**src/rtl/pc_pkg.sv**
```systemverilog
// Shared types for the fetch-stage PC generator.
// PC_ALIGN_CHECK_EN enables target alignment checking in pc_gen.
package pc_pkg;

   localparam int          XLEN_DEF      = 32;
   localparam logic [31:0] RESET_VEC_DEF = 32'h1000_0000;

   typedef enum logic [1:0] {
      BOOT,
      RUN,
      HOLD
   } state_e;

   typedef enum logic [1:0] {
      SRC_NONE,
      SRC_PRED,
      SRC_REDIR,
      SRC_TRAP
   } src_e;

endpackage

```
**src/rtl/pc_pend_reg.sv**
```systemverilog
// Pending-redirect holder: keeps the highest-priority redirect seen while stalled.
// merge_* is the value the holder would take this cycle; pc_gen also uses it on release.
module pc_pend_reg
   import pc_pkg::*;
#(
   parameter int XLEN = XLEN_DEF
) (
   input  logic            clk,
   input  logic            rst_n,
   input  logic            ld,
   input  logic            clr,
   input  logic            trap_valid,
   input  logic [XLEN-1:0] trap_target,
   input  logic            trap_mis,
   input  logic            redir_valid,
   input  logic [XLEN-1:0] redir_target,
   input  logic            redir_mis,
   output logic            valid,
   output logic [XLEN-1:0] target,
   output logic            mis,
   output logic [XLEN-1:0] merge_target,
   output logic            merge_mis
);

   src_e src;
   src_e merge_src;
   logic merge_valid;

   // A trap always wins; a redirect never displaces a held trap.
   always_comb begin
      merge_valid  = valid;
      merge_target = target;
      merge_mis    = mis;
      merge_src    = src;
      unique case (1'b1)
         trap_valid: begin
            merge_valid  = 1'b1;
            merge_target = trap_target;
            merge_mis    = trap_mis;
            merge_src    = SRC_TRAP;
         end
         !trap_valid && redir_valid && (src != SRC_TRAP): begin
            merge_valid  = 1'b1;
            merge_target = redir_target;
            merge_mis    = redir_mis;
            merge_src    = SRC_REDIR;
         end
         default: ;
      endcase
   end

   always_ff @(posedge clk) begin
      if (!rst_n || clr) begin
         valid  <= 1'b0;
         target <= '0;
         mis    <= 1'b0;
         src    <= SRC_NONE;
      end else if (ld) begin
         valid  <= merge_valid;
         target <= merge_target;
         mis    <= merge_mis;
         src    <= merge_src;
      end
   end

endmodule

```
**src/rtl/pc_gen.sv**
```systemverilog
// Fetch-stage program-counter generator: trap > redirect > predicted > sequential.
// Define PC_ALIGN_CHECK_EN to align targets and flag misaligned redirects.
module pc_gen
   import pc_pkg::*;
#(
   parameter int              XLEN       = XLEN_DEF,
   parameter logic [XLEN-1:0] RESET_VEC  = XLEN'(RESET_VEC_DEF),
   parameter int              INST_BYTES = 4,
   parameter int              NUM_STALL  = 2
) (
   input  logic                 clk,
   input  logic                 rst_n,
   input  logic [NUM_STALL-1:0] stall_i,
   input  logic                 fetch_ready,
   input  logic                 trap_valid,
   input  logic [XLEN-1:0]      trap_target,
   input  logic                 redir_valid,
   input  logic [XLEN-1:0]      redir_target,
   input  logic                 pred_taken,
   input  logic [XLEN-1:0]      pred_target,
   output logic [XLEN-1:0]      pc_o,
   output logic                 fetch_valid,
   output logic                 flush_o,
   output logic                 pend_o,
   output logic                 misalign_o
);

   localparam logic [XLEN-1:0] STEP = XLEN'(INST_BYTES);

   state_e          state;
   logic [XLEN-1:0] pc_q;
   logic            flush_q;
   logic            mis_q;

   logic            stall;
   logic            req;
   logic [XLEN-1:0] trap_t;
   logic [XLEN-1:0] redir_t;
   logic            trap_mis;
   logic            redir_mis;
   logic            pred_ok;

   logic            pend_ld;
   logic            pend_clr;
   logic            pend_valid;
   logic [XLEN-1:0] pend_target;
   logic            pend_mis;
   logic [XLEN-1:0] merge_target;
   logic            merge_mis;

   assign stall = |stall_i;
   assign req   = trap_valid | redir_valid;

`ifdef PC_ALIGN_CHECK_EN
   localparam logic [XLEN-1:0] OFS = XLEN'(INST_BYTES - 1);

   assign trap_t    = trap_target & ~OFS;
   assign redir_t   = redir_target & ~OFS;
   assign trap_mis  = |(trap_target & OFS);
   assign redir_mis = |(redir_target & OFS);
   assign pred_ok   = ~|(pred_target & OFS);
`else
   assign trap_t    = trap_target;
   assign redir_t   = redir_target;
   assign trap_mis  = 1'b0;
   assign redir_mis = 1'b0;
   assign pred_ok   = 1'b1;
`endif

   // Capture while stalled; drain on the first unstalled HOLD cycle.
   assign pend_ld  = stall & (((state == RUN) & req) | (state == HOLD));
   assign pend_clr = (state == HOLD) & ~stall;

   pc_pend_reg #(
      .XLEN (XLEN)
   ) u_pend (
      .clk          (clk),
      .rst_n        (rst_n),
      .ld           (pend_ld),
      .clr          (pend_clr),
      .trap_valid   (trap_valid),
      .trap_target  (trap_t),
      .trap_mis     (trap_mis),
      .redir_valid  (redir_valid),
      .redir_target (redir_t),
      .redir_mis    (redir_mis),
      .valid        (pend_valid),
      .target       (pend_target),
      .mis          (pend_mis),
      .merge_target (merge_target),
      .merge_mis    (merge_mis)
   );

   always_ff @(posedge clk) begin
      if (!rst_n) begin
         state   <= BOOT;
         pc_q    <= RESET_VEC;
         flush_q <= 1'b0;
         mis_q   <= 1'b0;
      end else begin
         flush_q <= 1'b0;
         mis_q   <= 1'b0;
         unique case (state)
            BOOT: state <= RUN;
            RUN: begin
               if (!stall) begin
                  if (trap_valid) begin
                     pc_q    <= trap_t;
                     flush_q <= 1'b1;
                     mis_q   <= trap_mis;
                  end else if (redir_valid) begin
                     pc_q    <= redir_t;
                     flush_q <= 1'b1;
                     mis_q   <= redir_mis;
                  end else if (fetch_ready) begin
                     if (pred_taken && pred_ok)
                        pc_q <= pred_target;
                     else
                        pc_q <= pc_q + STEP;
                  end
               end else if (req) begin
                  state <= HOLD;
               end
            end
            HOLD: begin
               if (!stall) begin
                  pc_q    <= merge_target;
                  flush_q <= 1'b1;
                  mis_q   <= merge_mis;
                  state   <= RUN;
               end
            end
            default: state <= BOOT;
         endcase
      end
   end

   assign pc_o        = pc_q;
   assign fetch_valid = (state == RUN) & ~stall;
   assign flush_o     = flush_q;
   assign pend_o      = pend_valid;
   assign misalign_o  = mis_q;

   logic unused_pend;
   assign unused_pend = ^{pend_target, pend_mis};

endmodule

```
**config.mk**
```make
export PLATFORM = sky130hd
export DESIGN_NAME = pc_gen
export DESIGN_NICKNAME = d
export VERILOG_FILES = /design/src/rtl/pc_pkg.sv /design/src/rtl/pc_pend_reg.sv /design/src/rtl/pc_gen.sv
export SDC_FILE = /design/constraint.sdc
export NUM_CORES = 1
export LEC_CHECK = 0
export ABC_AREA = 1
export CORE_MARGIN = 2
export CORE_UTILIZATION = 45
export CTS_BUF_LIST = sky130_fd_sc_hd__clkbuf_4 sky130_fd_sc_hd__clkbuf_8 sky130_fd_sc_hd__clkbuf_16
export DETAILED_ROUTE_END_ITERATION = 10
export HOLD_SLACK_MARGIN = 0.08
export PLACE_DENSITY = 0.78
export REMOVE_ABC_BUFFERS = 1
export SKIP_CTS_REPAIR_TIMING = 1
export SYNTH_ARGS = -nofsm -noshare
export SYNTH_HDL_FRONTEND = slang
export SYNTH_SLANG_ARGS = --single-unit
```
**constraint.sdc**
```tcl
create_clock -name clk -period 1.9 [get_ports clk]
set_clock_uncertainty 0.15 [all_clocks]
set_input_delay 0.285 -clock clk [delete_from_list [all_inputs] [get_ports clk]]
set_output_delay 0.285 -clock clk [all_outputs]
set_load 0.1 [all_outputs]
```
# Yosys cells after proc, flatten, opt, wreduce, memory -nomap -nowiden
# Cells that the tools add are included.
# W data, S select, Z words.
[classes] mux=19 n_eq_ne=8 bitwise_logic=9 reduce_logical=15 addsub=1
[ops] operator="$mux W32" n=6
[ops] operator="$pmux W32 S2" n=2
[ops] operator="$add A32 B3 Y32 const B" n=1
[ops] operator="$ne A2 B2 Y1 const B" n=5
[ops] operator="$mux W2" n=3
[ops] operator="$pmux W2 S3" n=1
[ops] operator="$mux W1" n=5
[ops] operator="$and A1 B1 Y1" n=4
[ops] operator="$ne A4 B4 Y1 const B" n=1
[ops] operator="$pmux W2 S2" n=1
[ops] operator="$reduce_and A2 Y1" n=2
[ops] operator="$reduce_and A4 Y1" n=1
[ops] operator="$reduce_bool A2 Y1" n=2
[ops] operator="$reduce_or A2 Y1" n=2
[ops] operator="$reduce_or A4 Y1" n=1
[ops] operator="$not A1 Y1" n=3
[ops] operator="$reduce_and A3 Y1" n=1
[ops] operator="$eq A2 B1 Y1 const B" n=1
[ops] operator="$eq A2 B2 Y1 const B" n=1
[ops] operator="$logic_and A1 B1 Y1" n=2
[ops] operator="$logic_not A1 Y1" n=2
[ops] operator="$logic_not A2 Y1" n=1
[ops] operator="$or A1 B1 Y1" n=2
[ops] operator="$pmux W1 S2" n=1
[ops] operator="$logic_or A1 B1 Y1" n=1
[word_totals] output_inout_bits=36 word_cells=60 reg_bits=72 input_bits=104

# Logic depth before layout (Yosys ltp)
[depth] word_depth=7 mapped_depth=12 mapped_depth_nobuf=12

# Hierarchy
# From an unflattened synthesis, not the netlist that was laid out.
[unflattened] cells_unflattened=949 area_unflattened_um2=5751.8
[by_module_without_submodules] mod="pc_gen" area_each_um2=3479.6 cells_each=606 instances=1 seq_area_each_um2=720.7
[by_module_without_submodules] mod="pc_pend_reg" area_each_um2=2272.2 cells_each=343 instances=1 seq_area_each_um2=700.7

# Least setup slack after synthesis
# Ideal clock, no wire load.
[synth_path] path_type="reg2reg" from="register pc_q[2], in the netlist pc_o[2]" to="register pc_q[20], in the netlist pc_o[20]" setup_time_ns=0.132 n_path_buf=0 path_stages_with_launch=13 path_slack_ns=-0.572 t_arrival_ns=2.190 synth_period_minus_slack_ns=2.472 cell_sequence="dfxtp_1 > ha_1 > nand2_1 > nor2_2 > nand2_2 > nor2_2 > nand2_1 > nand2_1 > nand3_1 > nand2_1 > nand2_1 > nand2_1 > a21oi_1"
[synth_via] elab_chain_len=7
[synth_rtl] item="start: declaration" line="pc_gen.sv:31" rtl="logic [XLEN-1:0] pc_q;"
[synth_rtl] item="start signal: assignment" line="pc_gen.sv:108" rtl="pc_q <= trap_t;"
[synth_rtl] item="start signal: assignment" line="pc_gen.sv:112" rtl="pc_q <= redir_t;"
[synth_rtl] item="start signal: assignment" line="pc_gen.sv:117" rtl="pc_q <= pred_target;"
[synth_rtl] item="$add A32 B3 Y32" line="pc_gen.sv:119" rtl="pc_q <= pc_q + STEP;"
[synth_rtl] item="$mux W32" line="pc_gen.sv:116" rtl="if (pred_taken && pred_ok)"
[synth_rtl] item="$mux W32" line="pc_gen.sv:115" rtl="end else if (fetch_ready) begin"
[synth_rtl] item="$mux W32" line="pc_gen.sv:111" rtl="end else if (redir_valid) begin"
[synth_rtl] item="$mux W32" line="pc_gen.sv:107" rtl="if (trap_valid) begin"
[synth_rtl] item="$mux W32" line="pc_gen.sv:106" rtl="if (!stall) begin"
[synth_rtl] item="$pmux W32 S2" line="pc_gen.sv:103" rtl="unique case (state)"
# No other way between the ends. The select of a mux whose other input is x is not followed.
# A chain may end at the register's enable or synchronous reset.

# Worst setup path in the final report
[layout_path] from="register state[1]" to="output port fetch_valid"
[layout_via] elab_chain_len=2
[layout_rtl] item="start: declaration" line="pc_gen.sv:30" rtl="state_e state;"
[layout_rtl] item="start signal: assignment" line="pc_gen.sv:96" rtl="state <= BOOT;"
[layout_rtl] item="start signal: assignment" line="pc_gen.sv:104" rtl="BOOT: state <= RUN;"
[layout_rtl] item="start signal: assignment" line="pc_gen.sv:122" rtl="state <= HOLD;"
[layout_rtl] item="$eq A2 B1 Y1" line="pc_gen.sv:139" rtl="assign fetch_valid = (state == RUN) & ~stall;"
[layout_rtl] item="$and A1 B1 Y1" line="pc_gen.sv:139"
[layout_rtl] item="end: declaration" line="pc_gen.sv:22" rtl="output logic fetch_valid,"
# No other way between the ends.

==> impl_metrics.toml <==
[worst_setup_path]
highest_fanout_seen_on_the_critical_path = 4
stage_delay_of_the_slowest_cell_on_the_critical_path_ns = 0.33
r2r_cells = 12
crit_path_top_delay_cell = "sky130_fd_sc_hd__dfxtp_1"
reg2reg_slack_ns = 0.08
critPathArrivalTime_ns = 1.43
worstSetupEndpointType = "primary output"
path_cells = "inv_2, ha_2, inv_2, nor2_4, buf_6, buf_12"
worstSetupStartpointType = "flip-flop"
worstSetupStartpoint = "state[1]"
cp.required_ns = 1.46
critical-path-top-cell-by-count = "sky130_fd_sc_hd__inv_2"
crit-reg2reg-capture = "pc_o[27]"
path_class = "reg2out"
worst_reg2reg_path_startpoint = "pc_o[2]"

[grt]
grt_use_total_pct = 30.3
wire_length_of_the_first_global_routing_pass_um = 31300
grt_pass1_vias = 6436
pin_count_of_the_biggest_net_entering_global_routing = 28
overflow = 0
grt_antenna_before_repair = 0

[timing]
finalCritPeriodShare_pct = 98.4
slew-limit-headroom_pct = 65.8
post-route-min-period_ns = 1.87
slew_viol_final = 0
timing.final.hold_violations = 0
report.final.setup_viol = 0
worstMarginPinSlew_ns = 0.512
unrepaired_setup_endpoints_after_global_routing = "yes"
timing.fmax_mhz = 535

[final_layout]
final_cell_mix = "sky130_fd_sc_hd__nand2_1, sky130_fd_sc_hd__nor2_1, sky130_fd_sc_hd__clkdlybuf4s50_1, sky130_fd_sc_hd__buf_4, sky130_fd_sc_hd__inv_1"
seqCellArea_mm2 = 0.00142
multi_input_comb_area_mm2 = 0.00347
drive_gt1_share_pct = 18.5
filler_instances = 911
antennaDiodeCount = 0
nets = 1233
layout_commonest_cell = "sky130_fd_sc_hd__nand2_1"
layout.cell_area.non_filler_mm2 = 0.00832
area_growth_syn_to_layout_pct = 56.2

[routing]
ant_nets = 0
post_drt_via_cell_ratio = 5.35
vias = 6806
drt_pre_antenna_iters = 5
finalWirelength_um = 19800
drt_drc_violations_left = 0
detail_route.iter0.violations = 663
routed_wire_length_per_instance_um = 15.5

[floorplanning]
start_util_pct = 46.4
top_level_ports = 140
dieArea_mm2 = 0.0127
fp.coreArea_mm2 = 0.0115
floorplan.die.height_um = 113
row_count = 39
chipWidth_um = 113

[run]
max_cap_violations = 0

[synth]
synthesis.instances = 920
yosys_register_bits = 71
postSynth.asyncResetShare_pct = 0
yosysWarningCount = 0
synthDominantAreaCellType = "sky130_fd_sc_hd__dfxtp_1"
mappedNetlistArea_mm2 = 0.00533
synth_edf_count = 0
avgSynthCellArea_um2 = 5.79
synthDistinctLibCells = 41
post-synth-top-area-fraction_pct = 26.7
dominantRegCellSynth = "sky130_fd_sc_hd__dfxtp_1"
area_contributors_post_synth = "sky130_fd_sc_hd__dfxtp_1, sky130_fd_sc_hd__nand2_1, sky130_fd_sc_hd__nor2_1"
synth.yosys.seq_area_share_pct = 26.7

[clocking]
tritoncts.num_buffers = 9
latest_clock_arrival_within_the_worst_skew_pair_ns = 0.34
cts_root_buffer = "sky130_fd_sc_hd__clkbuf_16"
clkSinkCount = 71
clk_transition_reported_paths_ns = 0.06
tritoncts = "built"
clock_path_buffers = 2
htree_levels = 3

[place]
place.gp.congestion = 0.973
placement.io_buffers = 139
detailed_place.area_mm2 = 0.00787
detailed_place_hpwl_um = 14300

[min_path]
worstHoldEndpoint = "u_pend.target[7]"
hold_depth = 2
min_from = "u_pend.target[7]"
hold_path.class = "reg2reg"

[pwr]
total_power_mw = 8.63
static-leakage-power_nw = 3.51
power.density_mw_per_mm2 = 1040
ir_drop_mv = 0.950

[run_status]
outcome = "finished clean"
## flip-flops by register name, indices dropped and copies added, names as in the netlist
| name | flops |
|---|---|
| state | 2 |
| u_pend.mis | 1 |
| misalign_o | 1 |
| pc_o | 32 |
| u_pend.target | 32 |
| flush_o | 1 |
| u_pend.src | 2 |
## synthesized netlist by cell type, drive strengths merged (7+ instances only)
cell type and number:
dfxtp 71, buf 25, o211ai 10, clkbuf 17
a31oi 11, inv 82, nand3 60, a21oi 55
o221ai 7, o21ai 59, a211oi 11, nor2 147
nand2 333
## critical path: cells and delay by family (launching register included)
kind	cells	cell delay [ns]
adders and majority gates	1	0.19
buffers and inverters	4	0.44
DFF	1	0.33
and+or+nand+nor	1	0.14
## metrics by stage
step | utilization, % | hold slack [ns] | TNS (ns) | std cells | setup slack (ns)
after floorplan | - | 0.273 | -65.61 | 878 | -1.12
after CTS | 71.2 | 0.316 | -1.70 | 1267 | -0.125
final | 72.5 | 0.316 | 0 | 1272 | 0.0305
after global routing | 72.5 | 0.324 | -0.139 | 1272 | -0.0693
after detailed placement | 68.6 | 0.305 | -10.91 | 1251 | -0.248
after global placement | 68.6 | 0.300 | -8.08 | 1251 | -0.186
## report_power, final
group	total, mW	switching (mW)	leakage (nW)	internal, mW
sequential	2.18	0.272	0.580	1.91
combinational	4.72	2.85	2.78	1.87
clock	1.72	0.703	0.142	1.02
total	8.63	3.83	3.51	4.80
## cell type report
cell class              count  share of cell area, %
clock buffers               9                   2.71
clock inverters             7                  0.872
inverters                  83                   3.85
multi-input cells         725                   41.7
flip-flops and latches     71                   17.1
well taps                 143                   2.15
repair buffers            234                   31.6
## metal layers
layer | vias to the layer above | routed length (um) | GRT usage, %
li1 | 3374 | - | -
met1 | 3041 | 8420 | 40.2
met2 | 362 | 9110 | 49.0
met3 | 29 | 1910 | 6.96
met4 | 0 | 342 | 9.59
met5 | - | 0 | 0
## kinds of logic (layout without fill, tap and decap cells)
logic type / after synthesis / count (layout) / share of synthesized area (%)
compound gates: 161 / 161 / 18.1
xor+xnor: 6 / 6 / 0.987
fa+ha+maj: 5 / 5 / 1.17
buf+inv: 125 / 333 / 9.99
flops: 71 / 71 / 26.7
simple gates: 552 / 553 / 43.0
## worst max path at each step
stage | endpoint | slack [ns] | cells after the start
3_5_place_dp | u_pend.target[26] | -0.25 | 9
6_report | fetch_valid | 0.03 | 6
2_1_floorplan | pc_o[9] | -1.12 | 10
5_1_grt | pc_o[21] | -0.07 | 10
4_1_cts | u_pend.target[25] | -0.12 | 9
3_3_place_gp | pc_o[0] | -0.19 | 8
Note: power is estimated with default switching activity, not from simulation.
==> RTL change: new RTL, config.mk and constraints unchanged <==
The option `PC_ALIGN_CHECK_EN` is turned on by a define.
--- a/src/rtl/pc_gen.sv
+++ b/src/rtl/pc_gen.sv
@@ -1,5 +1,7 @@
 // Fetch-stage program-counter generator: trap > redirect > predicted > sequential.
 // Define PC_ALIGN_CHECK_EN to align targets and flag misaligned redirects.
+`define PC_ALIGN_CHECK_EN
+
 module pc_gen
    import pc_pkg::*;
 #(
Formal check against the unedited RTL: not equivalent (a bounded check fails within 4 cycles, from zero or initial values and one cycle with rst_n low).
==> RTL change against the unedited design <==
Worst setup slack gained 0.021 ns. Routed wire length is 1.4% lower. Area after synthesis grew 0.54%. Critical endpoint is now pc_o[2]$_SDFFE_PN0P_. Final cell count decreased by 2.4%. Power grew 0.73%. Core utilization is 0.32 points higher. Highest routed layer unchanged. Sequential cell count did not move. The run now ends with DRC left. Cell area increased by 0.87%.
==> RTL change: results (changes against the unedited design) <==
Outcome
  – Status: finished, violations left
  – Violated checks: DRC

Yosys
  – Compound-cell area share of the yosys netlist: 24.6% (+6.5 points)
  – Post-Synth Adder-Cell Area: 1.17% (-0.0063 points)
  – Top post-synthesis cells by area: dfxtp_1 27%, nand2_1 19%, o21ai_0 7.4%, inv_1 6.3%, nor2_1 6.0%
  – Post-synthesis xor/xnor area fraction: 0.982% (-0.0053 points)
  – Cell variety after synth: 44 (+7.3%)
  – Sequential fraction of the synthesis area: 26.5% (-0.14 points)
  – Mapped Cells: 880 (-4.3%)
  – Commonest cells in the netlist: 265 x nand2_1, 90 x inv_1, 86 x nor2_1

Critical path
  – FF-to-FF End: pc_o[2]$_SDFFE_PN0P_
  – Worst Setup Path Type: reg2reg
  – CP Launch Point: state[0]$_SDFFE_PN0P_
  – Worst-path fanout max: 16 (+12)
  – Worst r2r path cells: 8 (-4)

Placement
  – HPWL Detailed: 14.6 mm (+2.4%)
  – Placer Congestion: 0.971 (-0.22%)
  – Post-DP Area: 7950 um2 (+0.97%)
  – Placement Setup Slack: -0.321 ns (-0.0723 ns)

GRT
  – Met1 usage: 38.7% (-1.5 points)
  – First-pass GRT wire length: 30.9 mm (-1.1%)
  – Number of global-route vias before repair: 6582 (+2.3%)
  – GR Util met2: 49.6% (+0.60 points)
  – Total GRT Usage: 30.0% (-0.33 points)

Power and ir drop
  – P_comb: 4.88 mW (+3%)
  – Switching share of power: 44.6% (+0.26 points)
  – Reg power frac: 25.9% (+0.6 points)
  – Sequential group power: 2.25 mW (+3%)
  – VDD IR max: 0.981 mV (+3.3%)
  – LEAKAGE: 3.69 nW (+5.1%)

Hold path
  – Hold_sp: u_pend.target[0]$_SDFFE_PP0P_
  – Hold endpoint: u_pend.target[0]$_SDFFE_PP0P_

STA
  – Hold slack final: 0.288 ns (-0.0286 ns)
  – Setup ws final: 0.0513 ns (+0.0208 ns)
  – Worst-margin pin slew: 0.362 ns (-0.150 ns)

Final layout
  – Number of non-filler instances in the completed layout: 1241 (-2.4%)
  – Share of cells above drive strength 1: 20.9% (+2.4 points)
  – FILL cells: 876 (-3.8%)
  – Design area: 8390 um2 (+0.87%)

Drt
  – TritonRoute pass-1 iters: 8 (+3)
  – DRC Markers: 9 (+9)
  – Via count: 6771 (-0.51%)
  – DR iter-0 viols: 549 (-17%)
  – Drt wl/cell: 15.7 um (+1.1%)
==> RTL change: cell count changes after synthesis, sizes merged, moves of 5 or more <==
cell    delta
nor2      -59
a21oi     +13
clkbuf    +10
inv       +15
buf        -9
nand2     -55
a21boi    +14
a31oi      +5
o21ai     +30
o211ai     -6
==> RTL change: kinds of logic (layout without fill, tap and decap cells) <==
| family | count (synthesis) | count (layout) |
|---|---|---|
| buf+inv | 141 | 359 |
| compound gates | 218 | 218 |
| xor+xnor | 6 | 6 |
| simple gates | 439 | 439 |
| fa+ha+maj | 5 | 5 |
| flops | 71 | 71 |
==> RTL change: layer usage <==
| layer | vias up | routed length (um) |
|---|---|---|
| met4 | 0 | 564 |
| met1 | 3096 | 8250 |
| met5 | - | 0 |
| met3 | 51 | 1650 |
| met2 | 317 | 9040 |
| li1 | 3307 | - |
==> RTL change: layout make-up <==
class	count	area share, %
flip-flops and latches	71	17.0
well taps	143	2.13
inverters	98	4.52
multi-input cells	668	40.8
repair buffers	246	32.3
clock buffers	11	2.94
clock inverters	4	0.268
